===== src/rtl/reduce_sum_seq_if.sv =====
// Operand/result handshake bundle for reduce_sum_seq.
// master drives operands and consumes results; slave is the datapath.
interface reduce_sum_seq_if #(
  parameter int A_size = 8,
  parameter int B_size = 8
);
  logic              in_valid;
  logic              in_ready;
  logic [A_size-1:0] a;
  logic [B_size-1:0] b;
  logic              abort;
  logic              out_valid;
  logic              out_ready;
  logic [A_size-1:0] s;
  logic              ovf;
  logic              busy;

  modport master (
    output in_valid, a, b, abort, out_ready,
    input  in_ready, out_valid, s, ovf, busy
  );

  modport slave (
    input  in_valid, a, b, abort, out_ready,
    output in_ready, out_valid, s, ovf, busy
  );
endinterface


===== src/rtl/reduce_sum_seq.sv =====
// Serial a + popcount(b): one bit of b per clock, LSB first,
// through a single shared incrementor, with overflow flag.
module reduce_sum_seq #(
  parameter int A_size = 8,
  parameter int B_size = 8
) (
  input logic clk,
  input logic rst_n,
  reduce_sum_seq_if.slave bus
);
  localparam int IW = $clog2(B_size + 1);

  typedef enum logic [1:0] {
    IDLE = 2'd0,
    RUN  = 2'd1,
    DONE = 2'd2
  } state_t;

  state_t            state;
  state_t            state_nx;
  logic [A_size-1:0] acc;
  logic [B_size-1:0] shreg;
  logic [IW-1:0]     idx;
  logic              ovf_q;
  logic              take;
  logic              last;

  assign bus.in_ready  = (state == IDLE) && !bus.abort && rst_n;
  assign bus.out_valid = (state == DONE);
  assign bus.busy      = (state != IDLE);
  assign bus.s         = acc;
  assign bus.ovf       = ovf_q;

  assign take = bus.in_valid && bus.in_ready;
  assign last = (idx == IW'(B_size - 1));

  // state register
  always_ff @(posedge clk or negedge rst_n) begin
    if (!rst_n) state <= IDLE;
    else        state <= state_nx;
  end

  // next-state: abort wins over completion and out_ready
  always_comb begin
    state_nx = state;
    unique case (state)
      IDLE: if (take) state_nx = RUN;
      RUN: begin
        if (bus.abort)  state_nx = IDLE;
        else if (last)  state_nx = DONE;
      end
      DONE: begin
        if (bus.abort)          state_nx = IDLE;
        else if (bus.out_ready) state_nx = IDLE;
      end
      default: state_nx = IDLE;
    endcase
  end

  // accumulator, bit shifter, index and sticky overflow
  always_ff @(posedge clk or negedge rst_n) begin
    if (!rst_n) begin
      acc   <= '0;
      shreg <= '0;
      idx   <= '0;
      ovf_q <= 1'b0;
    end else begin
      unique case (state)
        IDLE: begin
          if (take) begin
            acc   <= bus.a;
            shreg <= bus.b;
            idx   <= '0;
            ovf_q <= 1'b0;
          end
        end
        RUN: begin
          if (bus.abort) begin
            ovf_q <= 1'b0;
          end else begin
            if (shreg[0]) begin
              acc <= acc + A_size'(1);
              if (&acc) ovf_q <= 1'b1;
            end
            shreg <= shreg >> 1;
            idx   <= idx + IW'(1);
          end
        end
        DONE: begin
          if (bus.abort) ovf_q <= 1'b0;
        end
        default: begin
        end
      endcase
    end
  end
endmodule


===== src/flat_wrapper.sv =====
// flat-port wrapper written by rule: the top's interface ports become plain ports
module reduce_sum_seq_flat 
#(
  parameter int A_size = 8,
  parameter int B_size = 8
)
  (clk, rst_n, bus_in_valid, bus_a, bus_b, bus_abort, bus_out_ready, bus_in_ready, bus_out_valid, bus_s, bus_ovf, bus_busy);
  reduce_sum_seq_if #(.A_size(A_size), .B_size(B_size)) bus_i ();
  input logic clk;
  input logic rst_n;
  input wire logic [$bits(bus_i.in_valid)-1:0] bus_in_valid;
  input wire logic [$bits(bus_i.a)-1:0] bus_a;
  input wire logic [$bits(bus_i.b)-1:0] bus_b;
  input wire logic [$bits(bus_i.abort)-1:0] bus_abort;
  input wire logic [$bits(bus_i.out_ready)-1:0] bus_out_ready;
  output wire logic [$bits(bus_i.in_ready)-1:0] bus_in_ready;
  output wire logic [$bits(bus_i.out_valid)-1:0] bus_out_valid;
  output wire logic [$bits(bus_i.s)-1:0] bus_s;
  output wire logic [$bits(bus_i.ovf)-1:0] bus_ovf;
  output wire logic [$bits(bus_i.busy)-1:0] bus_busy;
  assign bus_i.in_valid = bus_in_valid;
  assign bus_i.a = bus_a;
  assign bus_i.b = bus_b;
  assign bus_i.abort = bus_abort;
  assign bus_i.out_ready = bus_out_ready;
  assign bus_in_ready = bus_i.in_ready;
  assign bus_out_valid = bus_i.out_valid;
  assign bus_s = bus_i.s;
  assign bus_ovf = bus_i.ovf;
  assign bus_busy = bus_i.busy;
  reduce_sum_seq #(.A_size(A_size), .B_size(B_size)) u_core (.clk(clk), .rst_n(rst_n), .bus(bus_i));
endmodule

===== config.mk =====
export PLATFORM = sky130hd
export DESIGN_NAME = reduce_sum_seq_flat
export DESIGN_NICKNAME = d
export VERILOG_FILES = /design/src/rtl/reduce_sum_seq_if.sv /design/src/rtl/reduce_sum_seq.sv /design/src/flat_wrapper.sv
export SDC_FILE = /design/constraint.sdc
export NUM_CORES = 1
export LEC_CHECK = 0
export CORE_MARGIN = 1
export CORE_UTILIZATION = 45
export CTS_CLUSTER_DIAMETER = 200
export CTS_CLUSTER_SIZE = 30
export DETAILED_ROUTE_END_ITERATION = 6
export MAX_ROUTING_LAYER = met4
export PLACE_DENSITY = 0.83
export SLEW_MARGIN = 20
export SYNTH_ARGS = -nofsm -noshare
export SYNTH_HDL_FRONTEND = slang
export SYNTH_SLANG_ARGS = --single-unit

===== constraint.sdc =====
create_clock -name clk -period 2.2 [get_ports clk]
set_input_delay 0.55 -clock clk [delete_from_list [all_inputs] [get_ports clk]]
set_output_delay 0.55 -clock clk [all_outputs]
set_load 0.01 [all_outputs]

==> parameters.txt, run 1 <==
Parameter                              Value

STA
  Min Tclk post-route ... 2080 ps
  Maximum operating frequency ... 482 MHz
  Total of endpoints with negative setup slack in the final report ... 0
  Hold violation total from the final report ... 0
  Final worst-path cycle share ... 94.3%
  Final count of pins violating max slew ... 0
  Worst Skew ... 1.20 ps
  Max-slew headroom ... 69.8%
  Pin slew with the least headroom to its limit ... 451 ps
  Setup repair after global routing missed its margin ... false
  Worst hold slack across all endpoints ... 498 ps

Power and ir drop
  Power after layout ... 1.24 mW
  Maximum resistive drop on vdd ... 0.000564 V
  Leak pwr ... 0.766 nW
  Pwr per Cell Area ... 745 mW/mm2

Synthesis
  Synthesized area ... 0.00125 mm2
  Area share of and/or/nand/nor cells after synthesis ... 17.9%
  Fraction of synthesis flops using an asynchronous set or reset pin ... 100%
  XOR/XNOR share of the synthesized area ... 0.701%
  Number of unique standard cell types used by synthesis ... 39
  Number of nets produced by synthesis ... 152
  Number of synthesized flops with an enable pin ... 0
  Fraction of the yosys area taken by sequential cells ... 46.0%
  Number of warnings issued by yosys ... 0
  Post-synthesis area per instance ... 9.69 um2
  Multiplexer fraction of the synthesized cell area ... 5.61%
  Post-Syn Instances ... 129
  Adder and majority cell fraction of the synthesized area ... 2.00%
  Register bit total from synthesis ... 23
  Combinational family with the most area after synthesis ... compound AO/OA/AOI/OAI gates
  Synth Area in Compound Gates ... 23.6%
  Top_reg_cell synth ... sky130_fd_sc_hd__dfrtp_1

Global routing
  Number of global-route vias before repair ... 1061
  Antenna violations before repair ... 0
  Overflow left after global routing ... 0
  Maximum number of pins on one net before global-route repair ... 26
  Overall track demand over capacity in global routing ... 22.6%
  First-pass GRT wire length ... 4.64 mm

Clock network
  Clock tree from TritonCTS ... built
  CTS Buf Count ... 3
  Clock-pin transition on the worst setup and hold timing paths ... 120 ps
  Maximum clock path buffer count ... 2
  Clock sink count ... 23
  Total number of H-tree levels ... 1
  CTS root buf ... sky130_fd_sc_hd__clkbuf_4
  Worst-Skew Late Latency ... 300 ps

Outcome
  Run status ... finished, final reports clean

Die
  Die Y ... 54.7 um
  Die span in x ... 54.7 um
  Top Ports ... 33
  Starting utilization of the core area ... 49.1%
  Standard-cell row count ... 18
  Area of the placeable core ... 0.00254 mm2
  DIE AREA ... 0.00299 mm2

Critical path
  Data arrival time of the critical path ... 1530 ps
  Crit Path Category ... input pin to primary output
  Kind of cell adding the most delay to the critical path ... buffers and inverters
  Maximum fanout encountered on the critical timing path ... 2
  Worst path cell trace ... clkdlybuf4s50_1, nor4b_4, buf_2
  Required time worst endpoint ... 1650 ps
  Setup crit end kind ... primary output
  CP max-delay cell ... sky130_fd_sc_hd__clkdlybuf4s50_1
  Largest stage delay on the critical path ... 450 ps
  Startpoint type of the worst setup path ... input pin
  Setup slack of the worst register-to-register path ... 650 ps
  Number of buffer and inverter stages on the critical path ... 2

Finish
  Antenna fix cells ... 0
  Area delta synth->final ... 33.7%
  Ratio of cells with drive above 1 in the final layout ... 13.7%
  Final layout net count ... 192

Detailed routing
  Total Wirelength ... 2.74 mm
  DRC marker count from the first detailed-route iteration ... 22
  Vias post-DR ... 1107
  Antenna Nets Post-Route ... 0
  Initial DRT Pass Iterations ... 4
  Post-detailed-route wirelength per cell ... 13.8 um
  DRC errors left ... 0
  Via density per instance ... 5.59

Placement
  Routability-driven placement congestion ratio ... 0.765
  Number of port buffers ... 32
  Half-perimeter wire length after placement ... 2.03 mm

Run
  Number of maximum-capacitance violations ... 0

Worst hold path
  Type of the tightest min-delay check ... flip-flop to flip-flop
[worst min-delay path, cell delays in order (launching register included)]
cell,delay (ps)
sky130_fd_sc_hd__dfrtp_1,360
sky130_fd_sc_hd__nand2_1,50
sky130_fd_sc_hd__o21ai_1,60
[layout make-up]
type	instances	area [um2]
tap	30	37.5
sequential	23	577
timing repair buffer	41	384
multi-input combinational	97	634
inverter	3	11.3
clock buffer	3	22.5
clock inverter	1	5.00
fill	220	873
[power by group]
| part | switching, mW | internal, mW | total, mW | leakage (nW) |
|---|---|---|---|---|
| logic | 0.194 | 0.240 | 0.434 | 0.462 |
| clock network | 0.124 | 0.0678 | 0.192 | 0.0177 |
| registers | 0.0985 | 0.520 | 0.619 | 0.286 |
| total | 0.417 | 0.828 | 1.24 | 0.766 |
[metrics by stage]
stage	instances	util [%]	area (um2)	setup slack (ps)	setup TNS, ps
final	198	65.7	1670	125	0
after global routing	198	65.7	1670	84.2	0
after CTS	198	65.8	1670	15.0	0
after detailed placement	193	64.0	1630	-333	-481
after global placement	193	64.0	1630	-332	-408
after floorplan	129	-	1250	635	0
[metal layers]
metal  vias up  global-route usage, %  routed length, um
li1        550                      -                  -
met1       516                   26.4               1230
met2        39                   41.2               1360
met3         2                   2.50                142
met4         0                   5.13                 12
met5         -                      -                  0
[state kept, by name, indices dropped and copies added (netlist names)]
signal / count
u_core.bus.s: 8
u_core.idx: 4
u_core.shreg: 8
u_core.bus.ovf: 1
u_core.state: 2
[final timing paths]
kind,cells past startpoint,end,start
worst max register to register,5,u_core.bus.s[6]$_DFFE_PN0P_,u_core.bus.s[0]$_DFFE_PN0P_
worst min-delay path,2,u_core.shreg[5]$_DFFE_PN0P_,u_core.shreg[5]$_DFFE_PN0P_
worst max-delay path,3,bus_in_ready,bus_abort
max in group asynchronous,2,u_core.state[1]$_DFFE_PN0P_,rst_n
min in group asynchronous,2,u_core.bus.s[6]$_DFFE_PN0P_,rst_n
worst min register to register,2,u_core.shreg[5]$_DFFE_PN0P_,u_core.shreg[5]$_DFFE_PN0P_
[cells in the mapped netlist (all sizes together) (2+ instances only)]
cell type | number | area share (%)
buf | 6 | 3.2
nor2 | 5 | 1.7
o21ai | 20 | 8.9
o22ai | 2 | 1.0
inv | 3 | 0.90
and2 | 2 | 1.0
nand2 | 15 | 4.5
nand3 | 3 | 1.2
nand2b | 4 | 2.0
nor2b | 2 | 1.2
ha | 2 | 2.0
dfrtp | 23 | 46
a32o | 2 | 1.6
mux2i | 7 | 5.6
a21oi | 13 | 5.2
and3 | 2 | 1.0
[logic make-up (layout without fill, tap and decap cells)]
logic type | Yosys count | count (layout)
AOI/OAI and AO/OA | 47 | 47
and+or+nand+nor | 40 | 40
DFF | 23 | 23
buffers and inverters | 9 | 48
muxes | 7 | 7
adders and majority gates | 2 | 2
xor gates and xnor gates | 1 | 1
[timing repair]
item,CTS,global route
pin swaps,0,1
hold buffers,0,0
buffers inserted,1,0
cloned,0,0
resized for setup,6,3
endpoints found under the setup margin,3,2
[layout by cell type, fill, tap and decap left out, types with 2 or more instances in the layout]
cell / Yosys / final
sky130_fd_sc_hd__a21oi_1: 13 / 13
sky130_fd_sc_hd__a32o_1: 2 / 2
sky130_fd_sc_hd__and2_1: 2 / 2
sky130_fd_sc_hd__and3_1: 2 / 2
sky130_fd_sc_hd__buf_4: 4 / 9
sky130_fd_sc_hd__clkbuf_4: 0 / 3
sky130_fd_sc_hd__clkdlybuf4s50_1: 0 / 29
sky130_fd_sc_hd__dfrtp_1: 23 / 22
sky130_fd_sc_hd__ha_1: 2 / 2
sky130_fd_sc_hd__inv_1: 3 / 3
sky130_fd_sc_hd__mux2i_1: 7 / 7
sky130_fd_sc_hd__nand2_1: 15 / 15
sky130_fd_sc_hd__nand2b_1: 4 / 4
sky130_fd_sc_hd__nand3_1: 3 / 3
sky130_fd_sc_hd__nor2_1: 4 / 4
sky130_fd_sc_hd__nor2b_2: 1 / 2
sky130_fd_sc_hd__o21ai_0: 4 / 4
sky130_fd_sc_hd__o21ai_1: 15 / 15
sky130_fd_sc_hd__o22ai_1: 2 / 2
No activity file was read; power rests on OpenSTA's default activity.
==> run 2: changes to the inputs <==
--- a/config.mk
+++ b/config.mk
@@ -6,7 +6,7 @@
 export NUM_CORES = 1
 export LEC_CHECK = 0
 export CORE_MARGIN = 1
-export CORE_UTILIZATION = 45
+export CORE_UTILIZATION = 43
 export CTS_CLUSTER_DIAMETER = 200
 export CTS_CLUSTER_SIZE = 30
 export DETAILED_ROUTE_END_ITERATION = 6
==> constraint.sdc (replaced) <==
create_clock -name clk -period 1.9 [get_ports clk]
set_input_delay 0.475 -clock clk [delete_from_list [all_inputs] [get_ports clk]]
set_output_delay 0.475 -clock clk [all_outputs]
set_load 0.01 [all_outputs]
==> parameters.txt, run 2 (synthesis gave the netlist of run 1 again) <==
Parameter                              Value

Outcome
  Run status ... finished, final reports clean

Clock network
  CTS Buf Count ... 3
  CTS root buf ... sky130_fd_sc_hd__clkbuf_4
  Clock sink count ... 23
  Maximum clock path buffer count ... 2
  Worst-Skew Late Latency ... 320 ps
  Total number of H-tree levels ... 1
  Clock tree from TritonCTS ... built
  Clock-pin transition on the worst setup and hold timing paths ... 130 ps

Detailed routing
  Initial DRT Pass Iterations ... 4
  Total Wirelength ... 3.04 mm
  Via density per instance ... 5.51
  DRC marker count from the first detailed-route iteration ... 36
  Post-detailed-route wirelength per cell ... 14.4 um
  Vias post-DR ... 1163
  DRC errors left ... 0
  Antenna Nets Post-Route ... 0

Global routing
  Overall track demand over capacity in global routing ... 21.2%
  Number of global-route vias before repair ... 1187
  First-pass GRT wire length ... 5.09 mm
  Overflow left after global routing ... 0
  Antenna violations before repair ... 0
  Maximum number of pins on one net before global-route repair ... 26

Power and ir drop
  Maximum resistive drop on vdd ... 0.000544 V
  Pwr per Cell Area ... 843 mW/mm2
  Leak pwr ... 0.821 nW

Die
  DIE AREA ... 0.00313 mm2
  Top Ports ... 33
  Die Y ... 55.9 um
  Area of the placeable core ... 0.00276 mm2
  Starting utilization of the core area ... 45.3%
  Standard-cell row count ... 19
  Die span in x ... 55.9 um

STA
  Setup repair after global routing missed its margin ... true
  Pin slew with the least headroom to its limit ... 348 ps
  Final count of pins violating max slew ... 0
  Maximum operating frequency ... 546 MHz
  Min Tclk post-route ... 1830 ps
  Total negative slack ... 0 ps
  Final worst-path cycle share ... 96.5%
  Worst Skew ... 3.13 ps
  Max-slew headroom ... 76.8%
  Total of endpoints with negative setup slack in the final report ... 0
  Hold violation total from the final report ... 0

Critical path
  Setup crit end kind ... primary output
  Startpoint type of the worst setup path ... flip-flop
  Crit Path Category ... flip-flop to primary output
  Required time worst endpoint ... 1420 ps
  Maximum fanout encountered on the critical timing path ... 2
  Data arrival time of the critical path ... 1360 ps

Placement
  Number of port buffers ... 32
  Half-perimeter wire length after placement ... 2.23 mm
  Routability-driven placement congestion ratio ... 0.854

Run
  Number of maximum-capacitance violations ... 0

Finish
  Area delta synth->final ... 40.9%
  Ratio of cells with drive above 1 in the final layout ... 18.9%
  Leading cell types in the layout, fill and taps excluded ... sky130_fd_sc_hd__clkdlybuf4s50_1 (27), sky130_fd_sc_hd__dfrtp_1 (23), sky130_fd_sc_hd__buf_4 (19), sky130_fd_sc_hd__nand2_1 (15), sky130_fd_sc_hd__o21ai_1 (15)
  Final layout net count ... 204
  Antenna fix cells ... 0
  Leading cell type in the layout, fill and taps excluded ... sky130_fd_sc_hd__clkdlybuf4s50_1
  Post-layout utilization of the core ... 63.9%

Worst hold path
  Type of the tightest min-delay check ... input pin to async pin
[run 2: worst paths after layout]
check	depth (start not counted)	end	from	slack [ps]
worst max-delay path	3	bus_in_ready	u_core.state[0]$_DFFE_PN0P_	70
worst min-delay path	2	u_core.bus.s[3]$_DFFE_PN0P_	rst_n	190
worst max register to register	6	u_core.bus.s[4]$_DFFE_PN0P_	u_core.state[0]$_DFFE_PN0P_	310
worst min register to register	2	u_core.shreg[1]$_DFFE_PN0P_	u_core.shreg[1]$_DFFE_PN0P_	500
max in group asynchronous	2	u_core.idx[1]$_DFFE_PN0P_	rst_n	1470
min in group clk	2	u_core.shreg[1]$_DFFE_PN0P_	u_core.shreg[1]$_DFFE_PN0P_	500
[run 2: power breakdown]
part | switching (mW) | internal (mW) | total [mW]
clock | 0.152 | 0.0823 | 0.234
combinational | 0.234 | 0.297 | 0.532
sequential | 0.117 | 0.602 | 0.719
[run 2: cell type report]
cell class	instances	area [um2]
inverter	3	11.3
multi-input combinational	97	634
clock buffer	4	26.3
timing repair buffer	53	475
tap	31	38.8
fill	245	996
sequential	23	576
[run 2: per-layer routing]
layer,track usage (%),wire [um],vias up
li1,-,-,572
met1,25.2,1320,554
met2,37.2,1550,34
met3,3.26,128,3
met4,6.97,36,0
met5,-,0,-
[run 2: stage by stage]
stage          total power, mW  worst slack, ps  instances  hold WS [ps]  instance area [um2]
6_report                  1.49             67.3        211           192                 1760
3_5_place_dp              1.24             -515        199           475                 1670
2_1_floorplan            0.971              431        129           179                 1250
5_1_grt                   1.57            -16.6        211           211                 1760
3_3_place_gp              1.21             -473        199           468                 1670
4_1_cts                   1.49             6.02        209           504                 1750
[run 2: timing repair]
action                     4_1_cts  5_1_grt
setup buffers                    6        2
pin swaps                        2        1
setup endpoints to repair        4        6
hold buffers                     0        0
gates resized for setup         12        3
[run 2: critical path, cell delays in order (launching register included)]
cell and delay [ps]:
sky130_fd_sc_hd__dfrtp_1 420, sky130_fd_sc_hd__buf_6 130, sky130_fd_sc_hd__nor4b_4 310, sky130_fd_sc_hd__buf_2 190
